File: config.mk
export PLATFORM = sky130hd
export DESIGN_NAME = wb_port_arbiter
export DESIGN_NICKNAME = d
export VERILOG_FILES = /design/src/rtl/wb_port_arbiter_pkg.sv /design/src/rtl/wb_side_fifo.sv /design/src/rtl/wb_port_arbiter.sv
export SDC_FILE = /design/constraint.sdc
export NUM_CORES = 1
export LEC_CHECK = 0
export ABC_AREA = 1
export CAP_MARGIN = 25
export CORE_ASPECT_RATIO = 0.9
export CORE_UTILIZATION = 50
export DETAILED_ROUTE_END_ITERATION = 8
export PLACE_DENSITY = 0.9
export SETUP_SLACK_MARGIN = 0.15
export SLEW_MARGIN = 15
export SYNTH_ARGS = -nofsm -noshare
export SYNTH_HDL_FRONTEND = slang
export SYNTH_SLANG_ARGS = --single-unit
File: constraint.sdc
create_clock -name clk -period 2.22 [get_ports clk]
set_input_delay 0.333 -clock clk [delete_from_list [all_inputs] [get_ports clk]]
set_output_delay 0.333 -clock clk [all_outputs]
set_load 0.05 [all_outputs]
File: src/rtl/wb_port_arbiter_pkg.sv
// -----------------------------------------------------------------------------
// wb_port_arbiter_pkg
// Shared defaults and types for the register-file write-port arbiter.
//   DEF_DATA_W / DEF_REG_W : default data and register-address widths
//   R_ZERO                 : hard-wired zero register, never written
//   wr_sel_e               : source chosen for the next register-file write
// -----------------------------------------------------------------------------
package wb_port_arbiter_pkg;

  localparam int DEF_DATA_W = 32;
  localparam int DEF_REG_W  = 5;
  localparam int R_ZERO     = 0;

  typedef enum logic [1:0] {
    SEL_NONE = 2'd0,
    SEL_WB   = 2'd1,
    SEL_HEAD = 2'd2
  } wr_sel_e;

endpackage

File: src/rtl/wb_side_fifo.sv
// -----------------------------------------------------------------------------
// wb_side_fifo
// Circular buffer of side-unit results waiting for a free write-port slot.
// Each entry holds {kill, rd, data}. A kill port marks every stored entry whose
// rd matches, so an older side result cannot overwrite a newer pipeline write.
// Ports:
//   clk, rst_n            clock, async active-low reset
//   push, push_rd/data    store a new entry (caller guarantees not full)
//   pop                   drop the head entry (caller guarantees not empty)
//   kill_en, kill_rd      set kill on every stored entry with rd == kill_rd
//   head_rd/data/kill     current head entry
//   count                 entries held
// -----------------------------------------------------------------------------
module wb_side_fifo
  import wb_port_arbiter_pkg::*;
#(
  parameter int DATA_W = DEF_DATA_W,
  parameter int REG_W  = DEF_REG_W,
  parameter int DEPTH  = 2
) (
  input  logic                     clk,
  input  logic                     rst_n,
  input  logic                     push,
  input  logic [REG_W-1:0]         push_rd,
  input  logic [DATA_W-1:0]        push_data,
  input  logic                     pop,
  input  logic                     kill_en,
  input  logic [REG_W-1:0]         kill_rd,
  output logic [REG_W-1:0]         head_rd,
  output logic [DATA_W-1:0]        head_data,
  output logic                     head_kill,
  output logic [$clog2(DEPTH):0]   count
);

  localparam int PTR_W = $clog2(DEPTH);
  localparam int CNT_W = PTR_W + 1;

  logic [DATA_W-1:0] data_q [DEPTH];
  logic [REG_W-1:0]  rd_q   [DEPTH];
  logic [DEPTH-1:0]  kill_q;
  logic [PTR_W-1:0]  wr_ptr;
  logic [PTR_W-1:0]  rd_ptr;
  logic [CNT_W-1:0]  cnt_q;

  always_ff @(posedge clk or negedge rst_n) begin
    if (!rst_n) begin
      wr_ptr <= '0;
      rd_ptr <= '0;
      cnt_q  <= '0;
      kill_q <= '0;
      for (int i = 0; i < DEPTH; i++) begin
        data_q[i] <= '0;
        rd_q[i]   <= '0;
      end
    end else begin
      // Stale slots may also be marked; a push always rewrites its slot's kill
      // bit below, and that later assignment wins.
      if (kill_en) begin
        for (int i = 0; i < DEPTH; i++) begin
          if (rd_q[i] == kill_rd) kill_q[i] <= 1'b1;
        end
      end
      if (push) begin
        data_q[wr_ptr] <= push_data;
        rd_q[wr_ptr]   <= push_rd;
        kill_q[wr_ptr] <= 1'b0;
        wr_ptr         <= wr_ptr + 1'b1;
      end
      if (pop) rd_ptr <= rd_ptr + 1'b1;
      case ({push, pop})
        2'b10:   cnt_q <= cnt_q + 1'b1;
        2'b01:   cnt_q <= cnt_q - 1'b1;
        default: cnt_q <= cnt_q;
      endcase
    end
  end

  assign head_rd   = rd_q[rd_ptr];
  assign head_data = data_q[rd_ptr];
  assign head_kill = kill_q[rd_ptr];
  assign count     = cnt_q;

  a_no_overflow: assert property (@(posedge clk) disable iff (!rst_n)
    !(push && cnt_q == CNT_W'(DEPTH)));
  a_no_underflow: assert property (@(posedge clk) disable iff (!rst_n)
    !(pop && cnt_q == '0));

endmodule

File: src/rtl/wb_port_arbiter.sv
// -----------------------------------------------------------------------------
// wb_port_arbiter
// Shares the single register-file write port between the pipeline WB stage and
// the multi-cycle side unit. WB has priority; side results queue in a small
// buffer and drain in idle WB slots. If a live side result waits STARVE_LIMIT
// cycles, a one-cycle pipeline stall is forced so it retires.
// Ports:
//   clk, rst_n                      clock, async active-low reset
//   wb_valid, wb_rd, wb_data        WB-stage write request
//   side_valid, side_rd, side_data  side-unit result offer
//   side_ready                      buffer can accept a side result
//   stall_pipe                      freeze pipeline this cycle (WB ignored)
//   rf_we, rf_waddr, rf_wdata       registered register-file write port
//   fifo_count                      side entries buffered
// -----------------------------------------------------------------------------
module wb_port_arbiter
  import wb_port_arbiter_pkg::*;
#(
  parameter int DATA_W       = DEF_DATA_W,
  parameter int REG_W        = DEF_REG_W,
  parameter int FIFO_DEPTH   = 2,
  parameter int STARVE_LIMIT = 4
) (
  input  logic                         clk,
  input  logic                         rst_n,
  input  logic                         wb_valid,
  input  logic [REG_W-1:0]             wb_rd,
  input  logic [DATA_W-1:0]            wb_data,
  input  logic                         side_valid,
  output logic                         side_ready,
  input  logic [REG_W-1:0]             side_rd,
  input  logic [DATA_W-1:0]            side_data,
  output logic                         stall_pipe,
  output logic                         rf_we,
  output logic [REG_W-1:0]             rf_waddr,
  output logic [DATA_W-1:0]            rf_wdata,
  output logic [$clog2(FIFO_DEPTH):0]  fifo_count
);

  localparam int CNT_W = $clog2(FIFO_DEPTH) + 1;
  localparam int STV_W = $clog2(STARVE_LIMIT + 1);
  localparam logic [REG_W-1:0] RD_ZERO = REG_W'(R_ZERO);

  logic              wb_req;
  logic              wb_win;
  logic              push_acc;
  logic              push_store;
  logic              pop;
  logic              fifo_nonempty;
  logic [REG_W-1:0]  head_rd;
  logic [DATA_W-1:0] head_data;
  logic              head_kill;
  wr_sel_e           sel;
  logic              stall_q;
  logic [STV_W-1:0]  starve_left;

  assign side_ready    = (fifo_count < CNT_W'(FIFO_DEPTH));
  assign push_acc      = side_valid & side_ready;
  // r0 results are accepted (handshake completes) but never stored.
  assign push_store    = push_acc & (side_rd != RD_ZERO);
  assign wb_req        = wb_valid & (wb_rd != RD_ZERO);
  assign fifo_nonempty = (fifo_count != '0);
  assign wb_win        = ~stall_q & wb_req;
  assign stall_pipe    = stall_q;

  wb_side_fifo #(
    .DATA_W (DATA_W),
    .REG_W  (REG_W),
    .DEPTH  (FIFO_DEPTH)
  ) u_fifo (
    .clk       (clk),
    .rst_n     (rst_n),
    .push      (push_store),
    .push_rd   (side_rd),
    .push_data (side_data),
    .pop       (pop),
    .kill_en   (wb_win),
    .kill_rd   (wb_rd),
    .head_rd   (head_rd),
    .head_data (head_data),
    .head_kill (head_kill),
    .count     (fifo_count)
  );

  // A killed head is discarded in any cycle it is at the head, even while WB
  // owns the port; only one entry leaves per cycle.
  always_comb begin
    sel = SEL_NONE;
    pop = 1'b0;
    if (stall_q) begin
      pop = fifo_nonempty;
      if (fifo_nonempty && !head_kill) sel = SEL_HEAD;
    end else if (wb_req) begin
      sel = SEL_WB;
      pop = fifo_nonempty & head_kill;
    end else if (fifo_nonempty) begin
      pop = 1'b1;
      if (!head_kill) sel = SEL_HEAD;
    end
  end

  always_ff @(posedge clk or negedge rst_n) begin
    if (!rst_n) begin
      rf_we    <= 1'b0;
      rf_waddr <= '0;
      rf_wdata <= '0;
    end else begin
      case (sel)
        SEL_WB: begin
          rf_we    <= 1'b1;
          rf_waddr <= wb_rd;
          rf_wdata <= wb_data;
        end
        SEL_HEAD: begin
          rf_we    <= 1'b1;
          rf_waddr <= head_rd;
          rf_wdata <= head_data;
        end
        default: begin
          rf_we    <= 1'b0;
          rf_waddr <= '0;
          rf_wdata <= '0;
        end
      endcase
    end
  end

  // Wait budget counts down from STARVE_LIMIT; a live head that is not popped
  // consumes one unit per cycle. Hitting the last unit raises stall for one
  // cycle and reloads, so later waiters start a fresh budget.
  always_ff @(posedge clk or negedge rst_n) begin
    if (!rst_n) begin
      stall_q     <= 1'b0;
      starve_left <= STV_W'(STARVE_LIMIT);
    end else begin
      stall_q <= 1'b0;
      if (!fifo_nonempty || pop) begin
        starve_left <= STV_W'(STARVE_LIMIT);
      end else if (starve_left == STV_W'(1)) begin
        stall_q     <= 1'b1;
        starve_left <= STV_W'(STARVE_LIMIT);
      end else begin
        starve_left <= starve_left - 1'b1;
      end
    end
  end

endmodule

* Word-level counts from Yosys, hierarchy flattened
Cells that the tools add are included.
** Word-level totals
- Logic and storage cells :: 89
- Register bits after elaboration :: 122
- Input bits :: 78
- Output and inout port bits :: 42
** Operators by class
- $lt $le $gt $ge :: 7
- Bitwise operators :: 10
- Reductions and logical operators :: 11
- Mux-type cells :: 36
- Add/subtract/negate cells :: 5
- Equal/unequal tests :: 7
** Operators by type and width (number)
- 2-to-1 mux 32 bit :: 4
- bitwise mux 64 bit :: 1
- one-hot mux 32 bit (2 select lines) :: 1
- demux 32 bit (select 1 bit) :: 1
- 2-to-1 mux 5 bit :: 4
- 2-to-1 mux 2 bit :: 7
- 2-to-1 mux 1 bit :: 11
- bitwise mux 10 bit :: 1
- equality test 5 bit :: 2
- one-hot mux 5 bit (2 select lines) :: 1
- nonzero test 5 bit :: 2
- 2-to-1 mux 3 bit :: 2
- bitwise AND 1 bit :: 5
- demux 5 bit (select 1 bit) :: 1
- equality test 2 x 1 -> 1 bit (second input constant) :: 2
- equality test 2 bit (second input constant) :: 2
- greater-or-equal comparator 2 bit (second input constant) :: 2
- < comparator 1 x 2 -> 1 bit (second input constant) :: 2
- inverter 1 -> 2 bit :: 2
- one-hot mux 2 bit (2 select lines) :: 1
- nonzero test 2 bit :: 2
- equality test 3 x 1 -> 1 bit (second input constant) :: 1
- logical AND 1 bit :: 3
- subtractor 3 x 1 -> 3 bit (second input constant) :: 1
- other kinds (13) :: 15

* Depth between registers and ports, before layout
- Word-level depth :: 9
- Depth in mapped cells :: 11
- Mapped depth without buffers :: 11

* Hierarchy
From an unflattened synthesis, not the netlist that was laid out.
** Unflattened totals
- Cells, all modules :: 666
- Area, all modules :: 5606.6 µm²
** By module, submodules not included
- wb_side_fifo :: area each 3621.0 µm², instances 1, cells each 459, seq. area each 2001.9 µm²
- wb_port_arbiter :: area each 1985.7 µm², instances 1, cells each 207, seq. area each 1052.3 µm²

* Least setup slack after synthesis
Ideal clock, no wire load.
- Kind :: reg-to-reg
- From :: reg u_fifo.cnt_q[0], in the netlist u_fifo.count[0]
- To :: reg rf_waddr[4]
- Library setup time :: 136 ps
- Path slack :: 96 ps
- Arrival time :: 1988 ps
- Buffers on the path :: 2
- Cell stages (with the launch flop) :: 10
- Path through :: dfrtp_1 -> nor2_1 -> inv_1 -> nand2_1 -> nor2_1 -> inv_1 -> ha_1 -> clkbuf_1 -> clkbuf_1 -> a21oi_1
** On the way
- Cells in the longest elaborated chain, start to end :: 6
** Ends and longest elaborated chain
- start, declared :: RTL line wb_side_fifo.sv:43 : logic [CNT_W-1:0] cnt_q;
- start signal, assigned :: RTL line wb_side_fifo.sv:71 : 2'b10: cnt_q <= cnt_q + 1'b1;
- start signal, assigned :: RTL line wb_side_fifo.sv:72 : 2'b01: cnt_q <= cnt_q - 1'b1;
- start signal, assigned :: RTL line wb_side_fifo.sv:73 : default: cnt_q <= cnt_q;
- nonzero test 2 bit * :: RTL line wb_port_arbiter.sv:62 : assign fifo_nonempty = (fifo_count != '0);
- 2-to-1 mux 2 bit or logical AND 1 bit (tied branches) :: RTL line wb_port_arbiter.sv:96, wb_port_arbiter.sv:92
- 2-to-1 mux 2 bit, on equally long branches :: RTL line wb_port_arbiter.sv:93, wb_port_arbiter.sv:92
- 2-to-1 mux 2 bit * :: RTL line wb_port_arbiter.sv:90 : if (stall_q) begin
- equality test 2 bit or equality test 2 x 1 -> 1 bit (tied branches) :: RTL line wb_port_arbiter.sv:108 : case (sel)
- one-hot mux 5 bit (2 select lines) * :: RTL line wb_port_arbiter.sv:108
- end signal, assigned :: RTL line wb_port_arbiter.sv:111 : rf_waddr <= wb_rd;
- end signal, assigned :: RTL line wb_port_arbiter.sv:116 : rf_waddr <= head_rd;
- end, declared :: RTL line wb_port_arbiter.sv:35 : output logic [REG_W-1:0] rf_waddr,
Mark *: on every way between the ends. The rest lies on a longest branch, timed or not.
A chain may end at the register's enable or synchronous reset.

* Worst setup path in the final report
- From :: reg u_fifo.cnt_q[1], in the netlist u_fifo.count[1]
- To :: out fifo_count[1]
** RTL lines
- end, declared :: RTL line wb_port_arbiter.sv:37 : output logic [$clog2(FIFO_DEPTH):0] fifo_count
No word-level cell between the ends.

==> reports/metrics.csv <==
stage;metric;value;unit
outcome;status;completed;
sta;Worst-Margin Slew;0.539;ns
placed_design;Setup WS pre-CTS;-0.0690;ns
pwr;VDD IR max;0.826;mV
critical_path;reg2reg path depth;10;
critical_path;CP Max Fanout;4;
logic_synthesis;flop and latch count out of synthesis;122;
cts;# clock sinks;122;
grt;GRT Util Overall;0.266;
routing;Avg WL per Cell;16.3;um
finish;# fillers;722;
cts;htree depth;4;
cts;Setup Buffers After CTS;0;
logic_synthesis;EDFF count, synth;0;
critical_path;Worst setup SP type;flip-flop;
sta;Setup Skew;0.00768;ns
logic_synthesis;cells taking the most area after synthesis;dfrtp_1 57%, nand2_1 10%, o21ai_0 8.9%;
worst_hold_path;worst hold path class;in2async;
finish;NumNets Final;795;
logic_synthesis;number of distinct library cells after synthesis;30;
flow_run;Max-Cap Viols;0;
placed_design;Placer Congestion;0.839;
critical_path;Arr. time, crit path;1.65;ns
finish;Area Growth Syn to Fin;37.9;%
critical_path;Req. time, crit path;1.89;ns
critical_path;worst reg2reg path endpoint;u_fifo.count[1]$_DFFE_PN0P_;
placed_design;Placed Cells;821;
logic_synthesis;Post-Synthesis Cells;586;
sta;worst relative slew slack;0.639;
cts;Clock Tree Buf Depth;2;
critical_path;crit end category;output port;
grt;largest net degree at the start of global routing;70;
floorplan;core area;10300;um2
routing;vias per cell;5.47;
grt;antenna violations before repair;0;
logic_synthesis;Yosys top cell area share;0.567;
pwr;share of power burned in registers;0.349;
routing;Remaining DRCs;0;
routing;DR iter-0 viols;312;
critical_path;Worst path depth;1;
sta;RSZ-0062 raised after global routing;false;
cts;total CTS buffers;17;
cts;clock root buffer;clkbuf_16;
floorplan;DIE WIDTH;111;um
floorplan;Rows;35;
routing;DR vias;4669;
critical_path;critical path type;reg2out;
critical_path;Worst Path Buf+Inv;1;
critical_path;r2r setup slk;0.39;ns
pwr;combinational fraction of design power;0.393;
pwr;Switching Fraction;0.402;
sta;fmax;506;MHz
logic_synthesis;Post-synth top cells;144 x nand2_1, 121 x dfrtp_1, 95 x o21ai_0;
grt;grt total ovfl;0;
logic_synthesis;Synthesis Warnings;0;
routing;routed wire length;13900;um
finish;final non-filler cell total;854;
logic_synthesis;ys async rst share;1.00;
critical_path;Setup crit end;fifo_count[1];
sta;crit share post-route;0.891;
grt;first-pass GRT wire length;22900;um
critical_path;crit-path max cell delay;0.83;ns
cts;worst skew pair latency;0.40;ns
floorplan;Top-Level Pins;120;
floorplan;Initial Util;0.519;
finish;layout cells sized above 1;0.101;
critical_path;worst reg2reg path startpoint;stall_pipe$_DFF_PN0_;
sta;final hold vios;0;
logic_synthesis;dominant register cell in the synthesized netlist;dfrtp_1;
cts;CTS tree;yes;
sta;final setup vio count;0;
logic_synthesis;post-synth top area cell;dfrtp_1;
pwr;Clk pwr share;0.258;
pwr;static leakage;3.43;nW
critical_path;Top delay family on crit path;buffers and inverters;
sta;fin worst setup slack;0.242;ns
sta;Total Neg Setup Slack;0;ns
sta;pins over their slew limit;0;
finish;ANT cells;0;
routing;DRT Pass-1 Iters;5;
pwr;Power Dens Cells;1430;nW/um2
sta;fin crit period;1.98;ns
logic_synthesis;Syn Std Cell Area;5340;um2
cts;clk slew on worst S/H paths;0.06;ns
critical_path;slowest CP cell;clkdlybuf4s50_1;
logic_synthesis;synthesized area per cell;9.11;um2
floorplan;Die Ht;100;um
floorplan;Die Footprint;11100;um2
grt;vias in the first global route;4740;
logic_synthesis;syn nets;669;
pwr;overall power;0.0105;W
logic_synthesis;sequential area share after synthesis;0.572;
routing;antenna-violating nets left;0;
pwr;P_sw;0.00423;W
placed_design;Port Buffer Count;119;
critical_path;CP startpoint;u_fifo.count[1]$_DFFE_PN0P_;
pwr;Int Pwr;0.00630;W
logic_synthesis;most common cell in the netlist;nand2_1;
placed_design;DP HPWL;9080;um
critical_path;crit path cell chain;clkdlybuf4s50_1;
## metrics by stage
stage,hold WS (ns),instance area (um2),util
finish,0.407,7360,0.715
global route,0.442,7360,0.715
CTS,0.409,7360,0.715
detailed placement,0.292,6760,0.657
global placement,0.278,6760,0.657
floorplan,0.0374,5340,-
## placed cells by master (no fill, tap or decap)
cell and instances:
clkinvlp_4 5, nor2_8 1, inv_1 60, nand2_4 1, dfrtp_1 117, nor2_1 13, xnor2_1 4, xor2_1 3
a21oi_1 40, nor2_2 1, dlygate4sd3_1 1, clkinv_2 1, dlygate4sd2_1 1, buf_12 7, ha_1 5, o21ai_0 94
dfstp_2 1, o21ai_2 6, inv_6 4, nand3_1 5, nor2_4 1, o211ai_1 4, bufinv_16 2, clkbuf_16 17
o21ai_1 9, clkinv_4 3, nand2_2 1, nor3_1 2, clkdlybuf4s50_1 117, inv_8 1, buf_4 15, nand3_2 2
nand2_1 144, o21a_1 33, dfrtp_2 4
## state kept, by name (all words and copies together), names as in the netlist
register / flops
u_fifo.count: 2
u_fifo.rd_q: 10
starve_left: 3
stall_pipe: 1
rf_waddr: 5
rf_we: 1
u_fifo.rd_ptr: 1
u_fifo.data_q: 64
u_fifo.kill_q: 2
rf_wdata: 32
u_fifo.wr_ptr: 1
## power groups by stage
stage | sequential, W | clock [W] | combinational (W)
2_1_floorplan | 0.00437 | 0 | 0.00188
3_5_place_dp | 0.00368 | 0 | 0.00408
3_3_place_gp | 0.00360 | 0 | 0.00391
6_report | 0.00368 | 0.00272 | 0.00414
5_1_grt | 0.00376 | 0.00285 | 0.00448
4_1_cts | 0.00366 | 0.00275 | 0.00414
## final cells by class
| class | instances | area (um2) | area share |
|---|---|---|---|
| clock buffer | 17 | 425 | 0.0578 |
| clock inverter | 15 | 166 | 0.0226 |
| inverter | 61 | 234 | 0.0318 |
| multi-input combinational | 369 | 1870 | 0.254 |
| sequential | 122 | 3060 | 0.416 |
| tap | 129 | 161 | 0.0219 |
| timing repair buffer | 141 | 1440 | 0.196 |
## cell families (layout without fill, tap and decap cells)
logic type	after synthesis	in the layout	share of synthesized area
AO/OA/AOI/OAI	186	186	0.196
AND/OR/NAND/NOR	171	171	0.131
flip-flops	122	122	0.572
buffers and inverters	95	234	0.0776
XOR/XNOR	7	7	0.0115
adder cells (fa/ha/maj)	5	5	0.0117
## worst min-delay path by stage
stage | cells after the start | endpoint | start
6_report | 2 | rf_we$_DFF_PN0_ | rst_n
5_1_grt | 2 | rf_we$_DFF_PN0_ | rst_n
4_1_cts | 2 | rf_we$_DFF_PN0_ | rst_n
3_5_place_dp | 1 | rf_we$_DFF_PN0_ | rst_n
3_3_place_gp | 1 | rf_we$_DFF_PN0_ | rst_n
2_1_floorplan | 0 | rf_waddr[0]$_DFF_PN0_ | rst_n
## what timing repair did
action | 4_1_cts | 5_1_grt
endpoints found under the hold margin | 26 | 0
hold buffers | 1 | 0
resized for setup | 1 | 1
endpoints found under the setup margin | 1 | 1
## per-layer routing
layer,part of all wire,track usage,vias to the layer above,wire (um)
met3,0.071,0.0694,26,989
met4,0.017,0.113,0,239
met5,0,0,-,0
met2,0.51,0.464,224,7110
met1,0.40,0.315,2275,5610
li1,-,-,2144,-
No activity file was read; power rests on OpenSTA's default activity.
